**src/rtl/wr_512b_to_bram_pkg.sv**
```systemverilog
// Shared row/word geometry for the 512-bit row writer and reader. Both sides
// must use the same BRAM address map, so it is defined only here.
package wr_512b_to_bram_pkg;

  localparam int DATA_W     = 32;
  localparam int ROW_W      = 512;
  localparam int ROW_ADDR_W = 9;
  localparam int WORDS      = ROW_W / DATA_W;
  localparam int IDX_W      = $clog2(WORDS);
  localparam int ADDR_W     = ROW_ADDR_W + IDX_W;
  localparam int SEL_W      = $clog2(ROW_W);

  typedef enum logic [1:0] {
    S_IDLE,
    S_SEL,
    S_REQ,
    S_DONE
  } wr_state_e;

  // Row request captured in IDLE; later input changes do not affect it.
  typedef struct packed {
    logic [ROW_ADDR_W-1:0] row;
    logic [ROW_W-1:0]      data;
    logic [WORDS-1:0]      mask;
  } wr_snap_t;

  // BRAM word address: row number in the upper bits, word index in the lower bits.
  function automatic logic [ADDR_W-1:0] row_word_addr(input logic [ROW_ADDR_W-1:0] row,
                                                      input logic [IDX_W-1:0]      idx);
    return {row, idx};
  endfunction

endpackage

```
**src/rtl/wr_512b_to_bram.sv**
```systemverilog
// Writes one 512-bit row into BRAM as up to 16 masked 32-bit word writes.
// Word 0 is the most significant word of the row.
import wr_512b_to_bram_pkg::*;

module wr_512b_to_bram (
  input  logic                  i_clk,
  input  logic                  i_rstn,
  input  logic                  i_trig,
  output logic                  o_done,
  input  logic [ROW_ADDR_W-1:0] i_wr_row_num,
  input  logic [ROW_W-1:0]      i_wr_data_512b,
  input  logic [WORDS-1:0]      i_wr_word_mask,
  output logic [ADDR_W-1:0]     o_wr_to_bram_addr,
  output logic [DATA_W-1:0]     o_wr_to_bram_data,
  output logic                  o_wr_to_bram_trig,
  input  logic                  i_wr_to_bram_done
);

  localparam logic [IDX_W-1:0] IDX_LAST = IDX_W'(WORDS - 1);

  wr_state_e         state_q, state_d;
  logic [IDX_W-1:0]  idx_q, idx_d;
  wr_snap_t          snap_q, snap_d;
  logic              done_q, done_d;
  logic              trig_q, trig_d;
  logic [ADDR_W-1:0] addr_q, addr_d;
  logic [DATA_W-1:0] data_q, data_d;

  logic [SEL_W-1:0]  wbase;
  logic [DATA_W-1:0] word_sel;

  assign wbase    = SEL_W'(ROW_W - 1 - DATA_W * int'(idx_q));
  assign word_sel = snap_q.data[wbase -: DATA_W];

  always_ff @(posedge i_clk or negedge i_rstn) begin
    if (!i_rstn) begin
      state_q <= S_IDLE;
      idx_q   <= '0;
      snap_q  <= '0;
      done_q  <= 1'b0;
      trig_q  <= 1'b0;
      addr_q  <= '0;
      data_q  <= '0;
    end else begin
      state_q <= state_d;
      idx_q   <= idx_d;
      snap_q  <= snap_d;
      done_q  <= done_d;
      trig_q  <= trig_d;
      addr_q  <= addr_d;
      data_q  <= data_d;
    end
  end

  always_comb begin
    state_d = state_q;
    idx_d   = idx_q;
    snap_d  = snap_q;
    done_d  = done_q;
    trig_d  = trig_q;
    addr_d  = addr_q;
    data_d  = data_q;
    unique case (state_q)
      S_IDLE: begin
        done_d = 1'b0;
        trig_d = 1'b0;
        if (i_trig) begin
          snap_d  = '{row: i_wr_row_num, data: i_wr_data_512b, mask: i_wr_word_mask};
          idx_d   = '0;
          state_d = S_SEL;
        end
      end
      S_SEL: begin
        if (snap_q.mask[idx_q]) begin
          addr_d  = row_word_addr(snap_q.row, idx_q);
          data_d  = word_sel;
          trig_d  = 1'b1;
          state_d = S_REQ;
        end else if (idx_q == IDX_LAST) begin
          done_d  = 1'b1;
          state_d = S_DONE;
        end else begin
          idx_d = idx_q + 1'b1;
        end
      end
      S_REQ: begin
        // Dropping trig on the done edge guarantees one low cycle between words.
        if (i_wr_to_bram_done) begin
          trig_d = 1'b0;
          if (idx_q == IDX_LAST) begin
            done_d  = 1'b1;
            state_d = S_DONE;
          end else begin
            idx_d   = idx_q + 1'b1;
            state_d = S_SEL;
          end
        end
      end
      S_DONE: begin
        trig_d = 1'b0;
        done_d = 1'b1;
        if (!i_trig) begin
          done_d  = 1'b0;
          state_d = S_IDLE;
        end
      end
      default: state_d = S_IDLE;
    endcase
  end

  assign o_done            = done_q;
  assign o_wr_to_bram_trig = trig_q;
  assign o_wr_to_bram_addr = addr_q;
  assign o_wr_to_bram_data = data_q;

endmodule

```
**config.mk**
```make
export PLATFORM = sky130hd
export DESIGN_NAME = wr_512b_to_bram
export DESIGN_NICKNAME = d
export VERILOG_FILES = /design/src/rtl/wr_512b_to_bram_pkg.sv /design/src/rtl/wr_512b_to_bram.sv
export SDC_FILE = /design/constraint.sdc
export NUM_CORES = 1
export LEC_CHECK = 0
export BUFFER_PORTS_ARGS = -buffer_cell sky130_fd_sc_hd__buf_2
export CORE_UTILIZATION = 25
export CTS_BUF_LIST = sky130_fd_sc_hd__clkbuf_8
export DETAILED_ROUTE_END_ITERATION = 7
export GPL_TIMING_DRIVEN = 0
export HOLD_SLACK_MARGIN = 0.02
export PLACE_DENSITY = 0.47
export SLEW_MARGIN = 10
export SYNTH_ARGS = -nofsm -noshare
export SYNTH_HDL_FRONTEND = slang
export SYNTH_SLANG_ARGS = --single-unit
```
**constraint.sdc**
```tcl
create_clock -name i_clk -period 3.7 [get_ports i_clk]
set_clock_uncertainty 0.1 [all_clocks]
set_input_delay 0.555 -clock i_clk [delete_from_list [all_inputs] [get_ports i_clk]]
set_output_delay 0.555 -clock i_clk [all_outputs]
set_load 0.01 [all_outputs]
```
Yosys cells after proc, flatten, opt, wreduce, memory -nomap -nowiden

Cells that the tools add are included.

Register bits: 590
Bits in latches: 0
RAM bits: 0
Memory bits (read-only): 0
Bits of input ports: 541
Output and inout bits: 47
Word-level logic and storage cells: 54
Memories: 0

$add $sub $neg: 2
Multipliers: 0
Div/mod/pow operators: 0
Order comparisons: 1
Equal/unequal tests: 10
Shift-type cells: 1
Multiplexer cells: 22
Bitwise logic cells: 0
Reductions and logical operators: 9

Operators with widths:

| kind                                                       | number |
|---|---|
| indexed part select 543 x 10 -> 32 bit                     | 1 |
| 2-to-1 mux 4 bit                                           | 4 |
| 2-to-1 mux 2 bit                                           | 6 |
| one-hot mux 4 bit (3 select lines)                         | 1 |
| inequality test 2 bit, second input constant               | 5 |
| subtractor 9 bit, first input constant                     | 1 |
| one-hot mux 2 bit (4 select lines)                         | 1 |
| AND reduction 2 bit                                        | 4 |
| AND reduction 4 bit                                        | 2 |
| 2-to-1 mux 1 bit                                           | 7 |
| less-than comparator 4 x 5 -> 1 bit, second input constant | 1 |
| adder 4 x 1 -> 4 bit, second input constant                | 1 |
| binary-select mux 1 bit (select 4 bit)                     | 1 |
| == test 2 bit, second input constant                       | 2 |
| == test 4 bit, second input constant                       | 1 |
| one-hot mux 1 bit (4 select lines)                         | 1 |
| inequality test 3 bit, second input constant               | 1 |
| one-hot mux 1 bit (3 select lines)                         | 1 |
| nonzero test 3 bit                                         | 1 |
| == test 2 x 1 -> 1 bit, second input constant              | 1 |
| zero test 2 bit                                            | 1 |
| OR reduction 2 bit                                         | 1 |

Depth between registers and ports, before layout

Gate-level depths: netlist (run 1).

Word-level depth: 4
Depth in mapped cells: 9

Worst setup path after synthesis (run 1)

No wires, ideal clock.

Path kind: reg2reg
Start: register idx_q[0]
End: register data_q[11] (netlist: o_wr_to_bram_data[11])
Library setup time: 0.125 ns
Data arrival time: 2.379 ns
Slack: 1.097 ns
Stages on the path, launching flop included: 6
Path buffers: 2
Clock period less this slack: 2.603 ns
Path through: dfrtp_1 > buf_2 > buf_1 > mux4_2 > mux4_2 > mux2_2

Longest elaborated chain between the ends: 3

Ends and longest elaborated chain:

| element                                                  | line                  | RTL |
|---|---|---|
| from (decl)                                              | wr_512b_to_bram.sv:22 | `logic [IDX_W-1:0] idx_q, idx_d;` |
| from (signal assigned)                                   | wr_512b_to_bram.sv:46 | `idx_q <= idx_d;` |
| branches (longest 3 deep; another with subtractor 9 bit) | --                    |  |
| to (signal assigned)                                     | wr_512b_to_bram.sv:51 | `data_q <= data_d;` |
| to (decl)                                                | wr_512b_to_bram.sv:27 | `logic [DATA_W-1:0] data_q, data_d;` |

Several ways; the timed one is not identified. The select of a mux whose other input is x is not followed.
A chain may end at the register's enable or synchronous reset.

Worst setup path in the final report (run 1)

Start: register state_q[0]
End: register snap_q[466] (netlist bit)

Longest elaborated chain between the ends: 2

Ends and longest elaborated chain:

| element                       | line                  | RTL |
|---|---|---|
| from (decl)                   | wr_512b_to_bram.sv:21 | `wr_state_e state_q, state_d;` |
| from (signal assigned)        | wr_512b_to_bram.sv:45 | `state_q <= state_d;` |
| zero test 2 bit               | wr_512b_to_bram.sv:63 | `unique case (state_q)` |
| AND reduction 2 bit (no line) | --                    |  |
| to (signal assigned)          | wr_512b_to_bram.sv:47 | `snap_q <= snap_d;` |
| to (decl)                     | wr_512b_to_bram.sv:23 | `wr_snap_t snap_q, snap_d;` |

Every way passes these cells.

==> results summary, run 1 <==
Setup violations remaining at the end of the flow were counted as 0. In this run the standard cell core region covers 102000 µm². The die footprint came out at 105000 µm².

During synthesis, Yosys emitted a total of 0 warnings. The post-detailed-placement cell area came out at 30800 µm². The clock tree synthesis step divided the H-tree into 3 levels. STA classifies the critical path startpoint as a register. In the global route stage, overall resource usage came out at 20.8%. Summing every instance area after synthesis gives 25900 µm². The synthesized design spends more area on one cell type than any other, namely sky130_fd_sc_hd__dfrtp_1. The standby leakage power is 16.8 nW. The number of max-cap violations is 0.

Cells fill 37.6% of the core in the end. A synthesized cell averages 17.2 µm². The transition time at the pin with the least slew margin is 1.29 ns. The power density relative to cell area is 787 nW/µm². The share of Yosys cell area claimed by the top area cell type came out at 56.9%. By area the synthesized netlist is led by sky130_fd_sc_hd__dfrtp_1 57%, sky130_fd_sc_hd__mux2_2 25%, sky130_fd_sc_hd__mux4_2 14%, sky130_fd_sc_hd__clkbuf_1 1.0%, sky130_fd_sc_hd__buf_2 0.42%. The half-perimeter wire length after detailed placement came out at 78000 µm.

The largest driver fanout on the critical path came out at 10. The number of storage elements in the synthesis netlist is 590. Of the available clock period, the critical path in the final layout requires 96.3%.

The final hold violation count was 0. The detailed-route vias per instance is 4.52. The multi-input combinational cells in the finished layout cover a total of 10700 µm². The tightest min-delay check is of the in2async type. The largest net degree at the start of global routing is 109.

The number of buffers added on ports is 587. The design area came out at 38500 µm². Once detail routing completed, the nets flagged for antenna violations numbered 0. The number of clock sinks seen by CTS came out at 590. The post-route DRC violation count is 0. The number of instances in the synthesized netlist is 1510. The TritonCTS clock tree is yes. The count of fill cells added during filler insertion is 9777. The clock reaches the later pin of the worst-skew pair after 0.75 ns. The area used by sequential logic in the layout is 14800 µm². Across the VDD grid, the largest voltage drop is 0.000323 V. The required time of the critical path is 4.21 ns. Headroom to the max-slew limit came out at 13.7%. The first-pass iteration count of the detailed router came out at 5. The wire length of the first global-routing pass came out at 153000 µm. Subtracting the final worst setup slack from the clock period gives 3.56 ns. After synthesis, the share of flip-flops with an asynchronous set or reset is 100%.

After global routing the overflow that remains totals 0. At the worst endpoint, the arrival time is 4.07 ns. The net count of the finished layout is 3307.

STA classifies the critical path endpoint as a register. The tree is rooted in a sky130_fd_sc_hd__clkbuf_8. The number of design-rule violations left by the first detailed-router iteration is 744.

The via count of the first global-routing pass came out at 21677. The y dimension of the die is 324 µm. The final-report max-slew violation count came out at 0. The maximum clock rate came out at 281 MHz.

The clock-pin transition on the worst setup and hold timing paths is 0.06 ns. The net count of the mapped netlist came out at 2058. Counting along the longest clock path gives a buffer depth of 3. The critical path in this run is classified as reg2reg. The routability congestion estimate came out at 0.787. The area overhead of the layout relative to synthesis is 48.3%. The synthesized design contains 0 enable-type register cells. The number of distinct library cells after synthesis is 42. The boundary pin count is 588.

The run finished with clean final reports. The number of buffers created by CTS came out at 111. Setup repair after global routing left no endpoint under its margin. The floorplan row count came out at 117.

The share of post-route cells with drive strength above 1 came out at 54.4%. The via total after detailed routing came out at 19040. The average wire per cell in the routed design came out at 25.9 µm. The number of antenna violations at the first check in global routing came to 27.

The effective utilization at floorplan is 25.3%. The die is 324 µm wide. The most instantiated flip-flop cell in the synthesis netlist is sky130_fd_sc_hd__dfrtp_1. The portion of the post-synthesis area used by sequential elements is 56.9%. The total detailed-routing wirelength came out at 109000 µm.

Once the clock tree was built, the setup fixing pass inserted 0 buffers.
placed cells by master (no fill, tap or decap), drive strengths merged, types with 2 or more instances in the layout:
cell type	count
a21oi	3
and2	2
buf	622
bufinv	2
clkbuf	210
clkdlybuf4s15	4
clkinv	11
clkinvlp	3
dfrtp	590
diode	13
dlygate4sd3	539
ha	7
inv	41
mux2	581
mux2i	4
mux4	162
nand2	6
nand2b	6
nand3	3
nor2	4
nor2b	3
nor3	3
o21a	2
o21ai	4
o22ai	2
o41ai	4
or2	2
or4	2
registers in the layout (all words and copies together) (netlist names):
register	flops
snap_q	537
o_wr_to_bram_data	32
o_wr_to_bram_addr	13
idx_q	4
state_q	2
o_done	1
o_wr_to_bram_trig	1
synth_stat cells, types with 2 or more instances:
cell                         n
sky130_fd_sc_hd__clkbuf_1   72
sky130_fd_sc_hd__buf_6       2
sky130_fd_sc_hd__o21a_1      2
sky130_fd_sc_hd__mux4_2    162
sky130_fd_sc_hd__inv_1       3
sky130_fd_sc_hd__nand3_1     3
sky130_fd_sc_hd__buf_1       8
sky130_fd_sc_hd__nand2_1     6
sky130_fd_sc_hd__ha_1        7
sky130_fd_sc_hd__mux2i_1     4
sky130_fd_sc_hd__nor2b_1     2
sky130_fd_sc_hd__nand2b_1    6
sky130_fd_sc_hd__o21ai_0     4
sky130_fd_sc_hd__nor2_1      3
sky130_fd_sc_hd__dfrtp_1   590
sky130_fd_sc_hd__o41ai_1     2
sky130_fd_sc_hd__or4_1       2
sky130_fd_sc_hd__a21oi_1     3
sky130_fd_sc_hd__o22ai_1     2
sky130_fd_sc_hd__mux2_2    581
sky130_fd_sc_hd__buf_2      22
sky130_fd_sc_hd__nor3_1      3
sky130_fd_sc_hd__o41ai_2     2
worst paths after layout:
kind                            slack (ns)                   end                 start  cells past startpoint
max in group asynchronous             1.82           snap_q[133]                i_rstn                      4
worst min register to register        0.40  o_wr_to_bram_addr[6]  o_wr_to_bram_addr[6]                      1
min in group i_clk                    0.22     o_wr_to_bram_trig     i_wr_to_bram_done                      3
worst max register to register        0.14           snap_q[466]            state_q[0]                      6
worst min-delay path                  0.22           snap_q[501]                i_rstn                      2
worst max-delay path                  0.14           snap_q[466]            state_q[0]                      6
routing by layer:
layer | vias to the layer above | track usage (%) | part of all wire (%) | routed length (µm)
met5 | - | 0 | 0.12 | 130
met4 | 20 | 6.26 | 2.4 | 2630
met3 | 186 | 3.99 | 4.7 | 5070
met2 | 556 | 35.9 | 50 | 54900
met1 | 10051 | 26.2 | 42 | 46300
li1 | 8227 | - | - | -
kinds of logic after synthesis:
| kind of cell | Yosys count | synth area share, % |
|---|---|---|
| simple gates | 34 | 0.762 |
| buf+inv | 107 | 1.71 |
| mux | 747 | 39.5 |
| flops | 590 | 56.9 |
| fa+ha+maj | 7 | 0.338 |
| compound gates | 25 | 0.806 |
final cells by class:
| class | count | share of cell area [%] |
|---|---|---|
| Clock inverter | 54 | 0.781 |
| Timing Repair Buffer | 1136 | 22.3 |
| Buffer | 104 | 1.29 |
| Antenna cell | 13 | 0.0846 |
| Inverter | 3 | 0.0293 |
| Multi-Input combinational cell | 813 | 27.9 |
| Clock buffer | 135 | 4.83 |
| Tap cell | 1368 | 4.45 |
| Sequential cell | 590 | 38.4 |
report_power, final:
group	switching (mW)	internal (mW)
registers	1.70	9.80
clock network	2.95	3.40
logic	5.47	6.96
total	10.1	20.2
per-stage QoR:
| stage | setup slack (ns) | setup TNS, ns | hold slack (ns) | std cells | power (mW) |
|---|---|---|---|---|---|
| after floorplan | 1.10 | 0 | 0.159 | 1510 | 19.1 |
| after global placement | -10.72 | -6268.99 | 0.380 | 3465 | 23.3 |
| after detailed placement | -0.415 | -5.22 | 0.388 | 3474 | 23.7 |
| after CTS | 0.00525 | 0 | 0.114 | 4202 | 30.7 |
| after global routing | 0.00295 | 0 | 0.172 | 4213 | 32.0 |
| final | 0.138 | 0 | 0.218 | 4216 | 30.3 |
worst max-delay path, stage by stage, from the launching register on:
cell	delay [ns]
sky130_fd_sc_hd__dfrtp_1	0.45
sky130_fd_sc_hd__inv_1	0.14
sky130_fd_sc_hd__ha_1	0.26
sky130_fd_sc_hd__nand2_1	0.26
sky130_fd_sc_hd__buf_1	0.86
sky130_fd_sc_hd__clkbuf_1	0.93
sky130_fd_sc_hd__mux2_2	0.42
what timing repair did:
item / CTS / global route
pin swaps: 0 / 0
resized for setup: 7 / 12
hold buffers: 539 / 0
setup endpoints to repair: 18 / 27
endpoints found under the hold margin: 644 / 0
Note: power is estimated with default switching activity, not from simulation.
==> run 2, diff against run 1 <==
CELL_PAD_IN_SITES_DETAIL_PLACEMENT = 1   (was default)
CELL_PAD_IN_SITES_GLOBAL_PLACEMENT = 1   (was default)
CORE_MARGIN = 2   (was default)
PLACE_DENSITY = 0.53   (was 0.47)
==> results summary, run 2 (synthesis gave the netlist of run 1 again) <==
STA classifies the critical path startpoint as a register. The worst hold path terminates at o_wr_to_bram_trig. The number of cells traversed by the worst hold path came out at 3. The critical path's largest stage delay was 0.99 ns (+0.06 ns).

The number of cell instances on the worst register-to-register path came out at 6 (unchanged). The class of the tightest hold or removal check is in2reg. The detailed-route vias per instance was 4.55 (+0.70%). In this run the most critical hold path is launched from i_wr_to_bram_done. The worst setup margin is 0.0822 ns (-0.0554 ns).

The combinational share of power came out at 40.6% (-0.5 points). The sequential fraction of design power is 37.8% (-0.2 points). The net count of the finished layout came out at 3305 (-0.060%). The standby leakage power is 16.9 nW (+0.58%). The first-pass iteration count of the detailed router came out at 7 (+2).

The routability congestion estimate is 0.800 (+1.7%). The setup TNS came to 0 ns (unchanged). The effective utilization at floorplan is 25.1% (-0.21 points). The end-of-flow core utilization is 37.4% (-0.19 points). The final-report max-slew violation count is 0 (unchanged). The total setup violations reported at the end of the flow is 0 (unchanged). The flow ran to the end, and the final reports show no timing, DRC or antenna violations. The via total after detailed routing is 19291 (+1.3%). The worst register-to-register path begins at idx_q[1]. The number of H-tree levels came out at 3 (unchanged). The power dissipated by switching net loads came to 10.3 mW (+1.5%). The area overhead of the layout relative to synthesis came out at 48.8%. The shortest clock period the worst path allows after layout is 3.62 ns (+0.0554 ns). The number of clock sinks seen by CTS came out at 590 (unchanged). The via count of the first global-routing pass was 22654 (+4.5%). The setup path with the least slack is of type reg2reg. The internal power came to 20.4 mW (+1.1%). The post-placement setup slack came to -0.361 ns (+0.0543 ns). The buffer and inverter count on the worst path is 3 (unchanged). The count of nets left with antenna violations after detail routing is 0 (unchanged). The library cell used most frequently in the layout, excluding fill and tap cells, is sky130_fd_sc_hd__buf_2. The relative max-transition margin is 13.8% (+0.15 points). The met1 layer usage reported by global route was 26.2% (+0.040 points). The floorplan row count is 118 (+0.85%). The post-route DRC violation count is 0 (unchanged). The clock insertion delay at the later pin of the skew report is 0.75 ns (about the same). The y dimension of the die is 326 µm (+0.62%). The worst hold slack came to 0.127 ns (-0.0905 ns). The sum of internal, switching and leakage power came out at 30.7 mW (+1.2%).

The remaining global-route overflow is 0 (unchanged). The clock-pin transition on the worst setup and hold timing paths is 0.06 ns (about the same). The number of buffers added on ports is 587 (unchanged). The setup slack on the worst flop-to-flop path is 0.08 ns (-0.06 ns). The register with the most flip-flops in the final layout is snap_q.

The share of post-route cells with drive strength above 1 is 54.7% (+0.23 points). The switching part of the total is 33.5% (+0.094 points). In the layout the commonest cells are 609 x sky130_fd_sc_hd__buf_2, 590 x sky130_fd_sc_hd__dfrtp_1, 581 x sky130_fd_sc_hd__mux2_2, 539 x sky130_fd_sc_hd__dlygate4sd3_1, 162 x sky130_fd_sc_hd__mux4_2. TritonCTS built the clock tree.

Setup repair after global routing left no endpoint under its margin. The maximum buffer depth of the clock tree is 3 (unchanged). The total detailed-routing wirelength came to 114000 µm (+4.2%).

The highest-delay cell along the critical path is sky130_fd_sc_hd__clkbuf_1. The half-perimeter wire length after detailed placement came out at 80500 µm (+3.2%). The required time of the critical path came out at 4.24 ns (+0.03 ns). The final hold violation count came to 0 (unchanged). The average wire per cell in the routed design is 26.8 µm (+3.6%). The area inside the core boundary came out at 103000 µm² (+0.85%). The layer with the highest usage is met2.

The worst register-to-register path ends at o_wr_to_bram_data[13]. The largest net degree at the start of global routing came out at 104 (-4.6%). The maximum vdd ir drop came out at 0.000353 V (+9.5%). The die footprint is 106000 µm² (+1.2%).

The transition time at the pin with the least slew margin came to 1.29 ns (-0.00229 ns). The met3 layer usage reported by global route is 4.27% (+0.29 points). The worst endpoint data arrival time is 4.16 ns (+0.09 ns). The part of the cycle the worst path needs was 97.8% (+1.5 points). The number of max-cap violations was 0 (unchanged). The flip-flop count of the largest register after layout came out at 537 (unchanged). The critical path goes through buf_2 > buf_2 > clkbuf_1 > mux4_2 > mux4_2 > mux2_2. The number of antenna violations at the first check in global routing is 26 (-3.7%).

The combined global-route utilization of all metal layers came out at 21.3% (+0.49 points). STA classifies the critical path endpoint as a register. The wire length of the first global-routing pass came out at 162000 µm (+6.1%). The kind of cell with the highest combined delay along the critical path is buffers and inverters. The critical path starts at idx_q[1]. The met2 track demand over resource in global routing came out at 38.0% (+2.1 points). The maximum clock rate came out at 276 MHz (-1.5%). The boundary pin count is 588 (unchanged). The horizontal extent of the die is 326 µm (+0.62%). The clock share of power came out at 21.6% (+0.6 points). The largest driver fanout on the critical path came out at 10 (unchanged). The number of design-rule violations left by the first detailed-router iteration came out at 891 (+20%). The power density relative to cell area came to 794 nW/µm² (+0.88%).

The clock root buffer is sky130_fd_sc_hd__clkbuf_8. The number of buffers created by CTS came out at 112 (+0.90%).
==> run 2: cell count changes in the layout (fill, tap and decap cells not counted), sizes merged <==
cell	delta
bufinv	+1
clkinv	-4
diode	+6
clkdlybuf4s15	-1
inv	+6
buf	+2
clkbuf	+4
==> run 2: tightest hold or removal path: cells and delay by family <==
kind / cells / cell delay, ns
AOI/OAI and AO/OA: 1 / 0.21
buffers and inverters: 1 / 0.08
and+or+nand+nor: 1 / 0.10
==> run 2: power by group through the flow <==
stage / sequential, mW / combinational [mW] / clock, mW
6_report: 11.6 / 12.5 / 6.62
5_1_grt: 12.0 / 13.3 / 7.11
4_1_cts: 11.5 / 12.7 / 6.82
3_5_place_dp: 11.6 / 12.2 / 0
3_3_place_gp: 11.4 / 11.9 / 0
2_1_floorplan: 11.0 / 8.10 / 0
==> run 2: worst max path at each step <==
stage / end / cells after the start / slack, ns
final: o_wr_to_bram_data[13] / 6 / 0.08
after global placement: snap_q[196] / 1 / -10.75
after global routing: snap_q[70] / 6 / 0.0005
after CTS: snap_q[141] / 6 / -0.04
after detailed placement: o_wr_to_bram_data[28] / 6 / -0.36
after floorplan: o_wr_to_bram_data[11] / 5 / 1.10
==> run 2: through the flow <==
stage          instance area (µm²)  cells
2_1_floorplan                25900   1510
3_3_place_gp                 30600   3477
3_5_place_dp                 30800   3484
4_1_cts                      38500   4223
5_1_grt                      38600   4236
6_report                     38600   4242
==> run 2: layer usage <==
layer / up-vias / share of wire, %
li1: 8235 / -
met4: 14 / 2.1
met3: 171 / 4.6
met2: 579 / 52
met5: - / 0.086
met1: 10292 / 41
==> run 2: cell type report <==
type	count	area, µm²
Fill cell	10884	64600
Sequential cell	590	14800
Multi-Input combinational cell	813	10700
Timing Repair Buffer	1133	8540
Clock buffer	143	1970
Tap cell	1380	1730
Buffer	104	489
Clock inverter	57	334
Antenna cell	19	47.5
Inverter	3	11.3
==> run 2: timing repair <==
action,CTS,global route
hold buffers,539,0
pin swaps,0,0
setup buffers,0,0
resized for setup,6,30
hold endpoints to repair,609,0
setup endpoints to repair,45,71
